<file path="src/rtl/tx_block.sv">
`default_nettype none
// ============================================================================
// Module      : tx_block
// Description : UART transmitter for the APB UART peripheral. Sends frames of
//               start(0), 5..8 data bits LSB-first, optional even parity and
//               stop(1). A one-entry holding buffer in front of the shifter
//               allows back-to-back frames with no idle gap.
//               Optional feature macro: TX_PARITY_EN (adds the parity bit).
// Revision    : 1.0 - initial release
// ============================================================================
module tx_block (
    input  logic        clk,
    input  logic        rst,
    input  logic [3:0]  data_size,
    input  logic [13:0] bit_period,
    input  logic [7:0]  tx_data,
    input  logic        data_write,
    input  logic        err_clear,
    output logic        serial_out,
    output logic        tx_busy,
    output logic        tx_buf_full,
    output logic        overrun_error
);

    typedef enum logic [2:0] {
        ST_IDLE   = 3'd0,
        ST_START  = 3'd1,
        ST_DATA   = 3'd2,
`ifdef TX_PARITY_EN
        ST_PARITY = 3'd3,
`endif
        ST_STOP   = 3'd4
    } state_t;

    state_t      r_state;
    logic [13:0] r_timer;
    logic [13:0] r_period;
    logic [3:0]  r_size;
    logic [3:0]  r_bit_cnt;
    logic [7:0]  r_shift;
    logic [7:0]  r_buf;
    logic        r_buf_full;
    logic        r_ovr;
    logic        r_serial;
    logic        r_busy;
`ifdef TX_PARITY_EN
    logic        r_parity;
    logic [7:0]  w_mask;
`endif

    logic [3:0]  w_size;
    logic [13:0] w_period;
    logic        w_wrap;
    logic        w_xfer;
    logic        w_accept;
    logic        w_overrun;

    // Clamp live configuration, detect bit boundaries and buffer hand-off
    always_comb begin
        w_size    = ((data_size >= 4'd5) && (data_size <= 4'd8)) ? data_size : 4'd8;
        w_period  = (bit_period < 14'd2) ? 14'd2 : bit_period;
`ifdef TX_PARITY_EN
        case (w_size)
            4'd5:    w_mask = 8'h1F;
            4'd6:    w_mask = 8'h3F;
            4'd7:    w_mask = 8'h7F;
            default: w_mask = 8'hFF;
        endcase
`endif
        w_wrap    = (r_timer == (r_period - 14'd1));
        // Buffer moves to the shifter from IDLE, or at the end of a stop bit
        w_xfer    = r_buf_full && ((r_state == ST_IDLE) ||
                                   ((r_state == ST_STOP) && w_wrap));
        // A write landing on the hand-off edge refills the freed slot
        w_accept  = data_write && (!r_buf_full || w_xfer);
        w_overrun = data_write && r_buf_full && !w_xfer;
    end

    // Holding buffer and sticky overrun flag (a new overrun beats err_clear)
    always_ff @(posedge clk) begin
        if (rst) begin
            r_buf      <= 8'h00;
            r_buf_full <= 1'b0;
            r_ovr      <= 1'b0;
        end else begin
            if (w_accept) begin
                r_buf      <= tx_data;
                r_buf_full <= 1'b1;
            end else if (w_xfer) begin
                r_buf_full <= 1'b0;
            end
            if (w_overrun) begin
                r_ovr <= 1'b1;
            end else if (err_clear) begin
                r_ovr <= 1'b0;
            end
        end
    end

    // Frame sequencer; line and busy are registered alongside the state
    always_ff @(posedge clk) begin
        if (rst) begin
            r_state   <= ST_IDLE;
            r_timer   <= 14'd0;
            r_period  <= 14'd2;
            r_size    <= 4'd8;
            r_bit_cnt <= 4'd0;
            r_shift   <= 8'h00;
            r_serial  <= 1'b1;
            r_busy    <= 1'b0;
`ifdef TX_PARITY_EN
            r_parity  <= 1'b0;
`endif
        end else if (w_xfer) begin
            // Configuration is frozen here for the whole frame
            r_state   <= ST_START;
            r_timer   <= 14'd0;
            r_period  <= w_period;
            r_size    <= w_size;
            r_bit_cnt <= 4'd0;
            r_shift   <= r_buf;
            r_serial  <= 1'b0;
            r_busy    <= 1'b1;
`ifdef TX_PARITY_EN
            r_parity  <= ^(r_buf & w_mask);
`endif
        end else begin
            case (r_state)
                ST_IDLE: begin
                    r_timer  <= 14'd0;
                    r_serial <= 1'b1;
                    r_busy   <= 1'b0;
                end
                ST_START: begin
                    if (w_wrap) begin
                        r_timer  <= 14'd0;
                        r_state  <= ST_DATA;
                        r_serial <= r_shift[0];
                    end else begin
                        r_timer <= r_timer + 14'd1;
                    end
                end
                ST_DATA: begin
                    if (w_wrap) begin
                        r_timer <= 14'd0;
                        r_shift <= {1'b0, r_shift[7:1]};
                        if (r_bit_cnt == (r_size - 4'd1)) begin
                            r_bit_cnt <= 4'd0;
`ifdef TX_PARITY_EN
                            r_state   <= ST_PARITY;
                            r_serial  <= r_parity;
`else
                            r_state   <= ST_STOP;
                            r_serial  <= 1'b1;
`endif
                        end else begin
                            r_bit_cnt <= r_bit_cnt + 4'd1;
                            r_serial  <= r_shift[1];
                        end
                    end else begin
                        r_timer <= r_timer + 14'd1;
                    end
                end
`ifdef TX_PARITY_EN
                ST_PARITY: begin
                    if (w_wrap) begin
                        r_timer  <= 14'd0;
                        r_state  <= ST_STOP;
                        r_serial <= 1'b1;
                    end else begin
                        r_timer <= r_timer + 14'd1;
                    end
                end
`endif
                ST_STOP: begin
                    // A full buffer at wrap is taken by the hand-off branch above
                    if (w_wrap) begin
                        r_timer  <= 14'd0;
                        r_state  <= ST_IDLE;
                        r_serial <= 1'b1;
                        r_busy   <= 1'b0;
                    end else begin
                        r_timer <= r_timer + 14'd1;
                    end
                end
                default: begin
                    r_state  <= ST_IDLE;
                    r_timer  <= 14'd0;
                    r_serial <= 1'b1;
                    r_busy   <= 1'b0;
                end
            endcase
        end
    end

    assign serial_out    = r_serial;
    assign tx_busy       = r_busy;
    assign tx_buf_full   = r_buf_full;
    assign overrun_error = r_ovr;

endmodule
`default_nettype wire
</file>
<file path="config.mk">
export PLATFORM = sky130hd
export DESIGN_NAME = tx_block
export DESIGN_NICKNAME = d
export VERILOG_FILES = /design/src/rtl/tx_block.sv
export SDC_FILE = /design/constraint.sdc
export NUM_CORES = 1
export LEC_CHECK = 0
export BUFFER_PORTS_ARGS = -buffer_cell sky130_fd_sc_hd__buf_4
export CORE_MARGIN = 2
export CORE_UTILIZATION = 53
export DETAILED_ROUTE_END_ITERATION = 6
export PLACE_DENSITY_LB_ADDON = 0.1
export SLEW_MARGIN = 20
export SYNTH_ARGS = -nofsm -noshare
export SYNTH_HDL_FRONTEND = slang
export SYNTH_SLANG_ARGS = --single-unit
</file>
<file path="constraint.sdc">
create_clock -name clk -period 3.2 [get_ports clk]
set_input_delay 0.32 -clock clk [delete_from_list [all_inputs] [get_ports clk]]
set_output_delay 0.32 -clock clk [all_outputs]
set_load 0.03 [all_outputs]
</file>
* Yosys cells after proc, flatten, opt, wreduce, memory -nomap -nowiden
Cells that the tools add are included.
** Operators by class
- Equality and inequality tests :: 15
- Bitwise operators :: 2
- Multiplexer cells :: 25
- Add/subtract/negate cells :: 4
- Reduce and logical (&&, ||, !) cells :: 25
- $lt $le $gt $ge :: 3
** Operators with widths (count)
- 8-bit two-way mux :: 3
- 14-bit by 1-bit adder with 14-bit output, second input constant :: 1
- 14-bit equality test :: 1
- 14-bit by 2-bit < comparator with 1-bit output, second input constant :: 1
- 14-bit two-way mux :: 1
- 14-bit by 1-bit subtractor with 14-bit output, second input constant :: 1
- 1-bit two-way mux :: 12
- 3-bit two-way mux :: 4
- 3-bit inequality test, second input constant :: 4
- 3-bit one-hot mux with 4 select lines :: 1
- 2-bit inequality test, second input constant :: 5
- 5-bit AND reduction :: 2
- 4-bit two-way mux :: 2
- 2-bit nonzero test :: 4
- 1-bit logical AND :: 6
- 2-bit AND reduction :: 3
- 4-bit by 1-bit adder with 4-bit output, second input constant :: 1
- 4-bit equality test :: 1
- 4-bit by 3-bit >= comparator with 1-bit output, second input constant :: 1
- 4-bit less-or-equal comparator, second input constant :: 1
- 2-bit OR reduction :: 2
- 4-bit OR reduction :: 1
- 4-bit by 1-bit subtractor with 4-bit output, second input constant :: 1
- 3-bit by 1-bit equality test with 1-bit output, second input constant :: 1
- other kinds (11) :: 14
** Storage, ports and cells
- Output and inout port bits :: 4
- Word-level logic and storage cells :: 86
- Flip-flop bits (word level) :: 59

* Logic depth before layout (Yosys ltp)
- Depth after elaboration :: 8
- Gate-level depth with buffers :: 14
- Mapped depth without buffers :: 10

* Worst setup path before layout
No wires, ideal clock.
- Path type :: reg-to-reg
- Start :: reg r_period[0]
- End :: reg r_shift[2]
- Path buffers :: 3
- Stages on the path, launching flop included :: 14
- Slack :: -0.128 ns
- Setup time :: 0.086 ns
- Data arrival time :: 3.242 ns
- Clock period less this slack :: 3.328 ns
- Cells stage by stage :: dfxtp_1 > clkbuf_1 > inv_1 > ha_1 > clkbuf_1 > o21ba_2 > a221o_1 > a221o_1 > a21o_1 > a2111oi_4 > nand2_2 > clkbuf_1 > mux2i_1 > a211oi_1
** Between the ends
- Cells in the longest elaborated chain, start to end :: 7
- Elaborated cells between the ends (all ways) :: 9
** RTL lines
- from (decl) :: RTL line 37 : logic [13:0] r_period;
- from (signal assigned) :: RTL line 118 : r_period <= w_period;
- 14-bit by 1-bit subtractor with 14-bit output (*) :: RTL line 70 : w_wrap = (r_timer == (r_period - 14'd1));
- 14-bit equality test (*) :: RTL line 70
- 1-bit logical AND :: RTL line 73 : ((r_state == ST_STOP) && w_wrap));
- 1-bit logical OR :: RTL line 72 : w_xfer = r_buf_full && ((r_state == ST_IDLE) ||
- 1-bit logical AND :: RTL line 72
- 2-bit nonzero test (no line)
- 2-bit AND reduction (no line)
- to (signal assigned) :: RTL line 121 : r_shift <= r_buf;
- to (signal assigned) :: RTL line 146 : r_shift <= {1'b0, r_shift[7:1]};
- to (decl) :: RTL line 40 : logic [7:0] r_shift;
Every way passes the cells marked *; elsewhere a longest branch is shown, timed or not.
A chain may end at the register's enable or synchronous reset.

* Worst setup path in the final report
- Start :: reg r_period[0]
- End :: reg r_period[1]
** Between the ends
- Cells in the longest elaborated chain, start to end :: 5
** RTL lines (RTL line)
- 14-bit by 1-bit subtractor with 14-bit output :: 70
- 14-bit equality test :: 70
- 1-bit logical AND :: 73
- 1-bit logical OR :: 72
- 1-bit logical AND :: 72
No other way between the ends.

==> reports/metrics.cfg <==
[status]
status = finished clean

[power_and_ir_drop]
p_sw_share_pct = 24.6
peakVddDrop_v = 0.000319
finalPower_mw = 1.87
p_clk_share_pct = 44.2
powerDensity_nw_per_um2 = 485
p_int_mw = 1.41
power_frac_seq_pct = 42.4
p_sw_uw = 461
p_leak_nw = 1.58
combPwrFrac_pct = 13.4

[logic_synthesis]
avgSynthCellArea_um2 = 8.61
netlist.area_leader.share_pct = 37.0
synth_edf_count = 0
ys_seq_elements = 59
synth_area_um2 = 3190
synth_cells = 371
ys_warn_count = 0
synth.largest_area_cell = dfxtp_1
synth_cell_types = 52
synthArstFlopShare_pct = 0
synth_seq_area_share_pct = 37.0
synth_ff_type = dfxtp_1
synth_area_leaders = dfxtp_1 (37%), mux2i_1 (9.1%), nor2_1 (6.1%)
syn-num-nets = 405

[global_routing]
grtUsageMet1_pct = 30.4
use_met3_pct = 4.73
antenna_found_initial = 0
use_met2_pct = 31.9
grt_pass1_wl_um = 11100
overflow = 0
grt-busiest-layer = met2
grt_util_all_layers_pct = 21.9
grt_max_degree = 53
grt_pass1_vias = 2411

[floorplanning]
initial_core_util_pct = 54.3
fp-row-count = 28
core_um2 = 5890
die_w_um = 81.6
ioPinCount = 34
die_y_um = 81.6
dieArea_um2 = 6660

[routing]
drt.antenna.violating_nets = 0
drt_pre_antenna_iters = 4
drc = 0
via_count = 2699
drtIter0Drc = 122
wl_per_cell_um = 13.8
viasPerCell = 5.47
wl_um = 6780

[setup_path]
cp_num_buf_inv = 3
crit_arrival_ns = 3.20
path_delay_family = compound AO/OA/AOI/OAI gates
slowest_stage = a2111oi_4
cp_cell_sequence = inv_1, ha_2, and2_1, or3b_1, a211o_1, a21o_1, a2111oi_4, buf_4, o211ai_4, buf_6, nor3b_1, a21oi_1
worst-setup-path-type = register to register
r2r_slack_ns = 0.23
start_kind = register
critPathMaxFanout = 21
crit_path_end_kind = register
critPathRequiredTime_ns = 3.43
max_stage_delay_ns = 0.39

[timing]
finalCritPeriodShare_pct = 92.8
timing.fmax_mhz = 337
maxSlewHeadroom_pct = 68.3
setup_viol_count_final = 0
hold_viol = 0
fin_skew_ns = 0.00693
drv_slew = 0
worst_slew_pin_slew_ns = 0.474
fin_crit_ns = 2.97
setup-tns-final_ns = 0
rsz0062_at_grt = no

[clocking]
clkSinkCount = 59
clock_latency_ns = 0.35
h-tree-depth = 3
cts.path.max_buffers = 2
numCtsBuffers = 9
root_buffer = clkbuf_8
cts_hold_buf = 0
clk_pin_slew_ns = 0.07
cts_tree = built

[final_layout]
syn2layout_area_growth_pct = 20.7
nets = 447
drive_gt1_share_pct = 18.9
antennaDiodeCount = 0

[flow_run]
max_cap_violations = 0

[place]
port-buffer-count = 33
gp_congestion = 0.845
dp_hpwl_um = 4900

[worst_hold_path]
holdCritPathClass = input port to register

## cell usage in the layout (no fill, tap or decap), drive strengths merged, types with 2 or more instances in the layout
master,synthesis,layout
nor2,52,52
bufinv,0,2
xnor2,21,21
mux2i,29,29
a221o,2,2
a211oi,10,10
or4b,2,2
nand3b,7,7
nand4,2,2
nor2b,3,3
nand2b,20,20
nand3,14,14
and3,2,2
a21oi,8,8
a21o,3,3
a31oi,5,5
and4,2,2
dfxtp,59,59
or3,2,2
ha,4,4
inv,13,13
buf,4,52
o211ai,2,2
nand2,18,18
clkbuf,17,13
nor4b,2,2
a311oi,2,2
nor3,11,11
or4,3,3
o21ai,14,14
o22a,2,2
nor3b,3,3
o22ai,2,2
xor2,12,12
nor4,8,8
## tightest hold or removal path, delay by kind of cell
kind / cells / cell delay, ns
AO/OA/AOI/OAI: 1 / 0.03
AND/OR/NAND/NOR: 1 / 0.07
buffers and inverters: 1 / 0.09
## power by group through the flow
stage	clock (mW)	combinational, mW	sequential [mW]
6_report	0.828	0.250	0.794
5_1_grt	0.872	0.275	0.798
4_1_cts	0.843	0.248	0.793
3_5_place_dp	0	0.246	0.810
3_3_place_gp	0	0.242	0.809
2_1_floorplan	0	0.165	0.807
## kinds of logic after synthesis
| kind of cell | count (synthesis) | synth area share (%) |
|---|---|---|
| AND/OR/NAND/NOR | 154 | 26.2 |
| flip-flops | 59 | 37.0 |
| AO/OA/AOI/OAI | 58 | 13.0 |
| buffers and inverters | 34 | 4.15 |
| XOR/XNOR | 33 | 9.05 |
| multiplexers | 29 | 9.09 |
| adder cells (fa/ha/maj) | 4 | 1.57 |
## metrics by stage
stage                     util (%)  hold slack (ns)  worst slack (ns)  instances  cell area, um2
after floorplan                  -            0.437            0.0433        371            3200
after global placement        60.7            0.448             0.216        473            3570
after detailed placement      60.7            0.459             0.144        473            3570
after CTS                     64.9            0.189             0.120        489            3820
after global routing          65.5            0.218          0.000468        493            3860
final                         65.5            0.200             0.231        493            3860
## cell usage after synthesis (all sizes together) (2+ instances only)
cell     n
o211ai   2
a21oi    8
a21o     3
nor3    11
nand2   18
nand4    2
a211oi  10
ha       4
a221o    2
nor4     8
buf      4
and3     2
o21ai   14
and4     2
or3      2
inv     13
dfxtp   59
nand2b  20
mux2i   29
a311oi   2
nor4b    2
a31oi    5
xor2    12
nand3   14
nor3b    3
nor2b    3
or4b     2
o22ai    2
clkbuf  17
or4      3
nor2    52
nand3b   7
o22a     2
xnor2   21
## worst paths after layout
check,from,endpoint,cells after the start
hold / removal,data_write,tx_buf_full,3
setup / recovery,r_period[0],r_period[1],12
hold reg to reg,overrun_error,overrun_error,2
setup reg to reg,r_period[0],r_period[1],12
## cell type report
type	instances	area (um2)
multi-input combinational	278	1890
tap	75	93.8
sequential	59	1180
clock buffer	13	179
clock inverter	3	67.6
fill	511	2030
inverter	13	48.8
timing repair buffer	52	394
## what timing repair did
action | in CTS | in global routing
endpoints found under the setup margin | 0 | 24
buffers inserted | 0 | 4
gates resized for setup | 0 | 2
## flip-flops by register name, indices dropped and copies added, names as in the netlist
| signal | cells |
|---|---|
| overrun_error | 1 |
| r_shift | 8 |
| tx_busy | 1 |
| r_state | 3 |
| r_size | 4 |
| r_timer | 14 |
| serial_out | 1 |
| r_period | 14 |
| r_bit_cnt | 4 |
| r_buf | 8 |
| tx_buf_full | 1 |
## per-layer routing
layer | wire, um | vias to the layer above
met5 | 0 | -
met4 | 157 | 0
met3 | 308 | 14
li1 | - | 1386
met2 | 2880 | 55
met1 | 3440 | 1244
No activity file was read; power rests on OpenSTA's default activity.
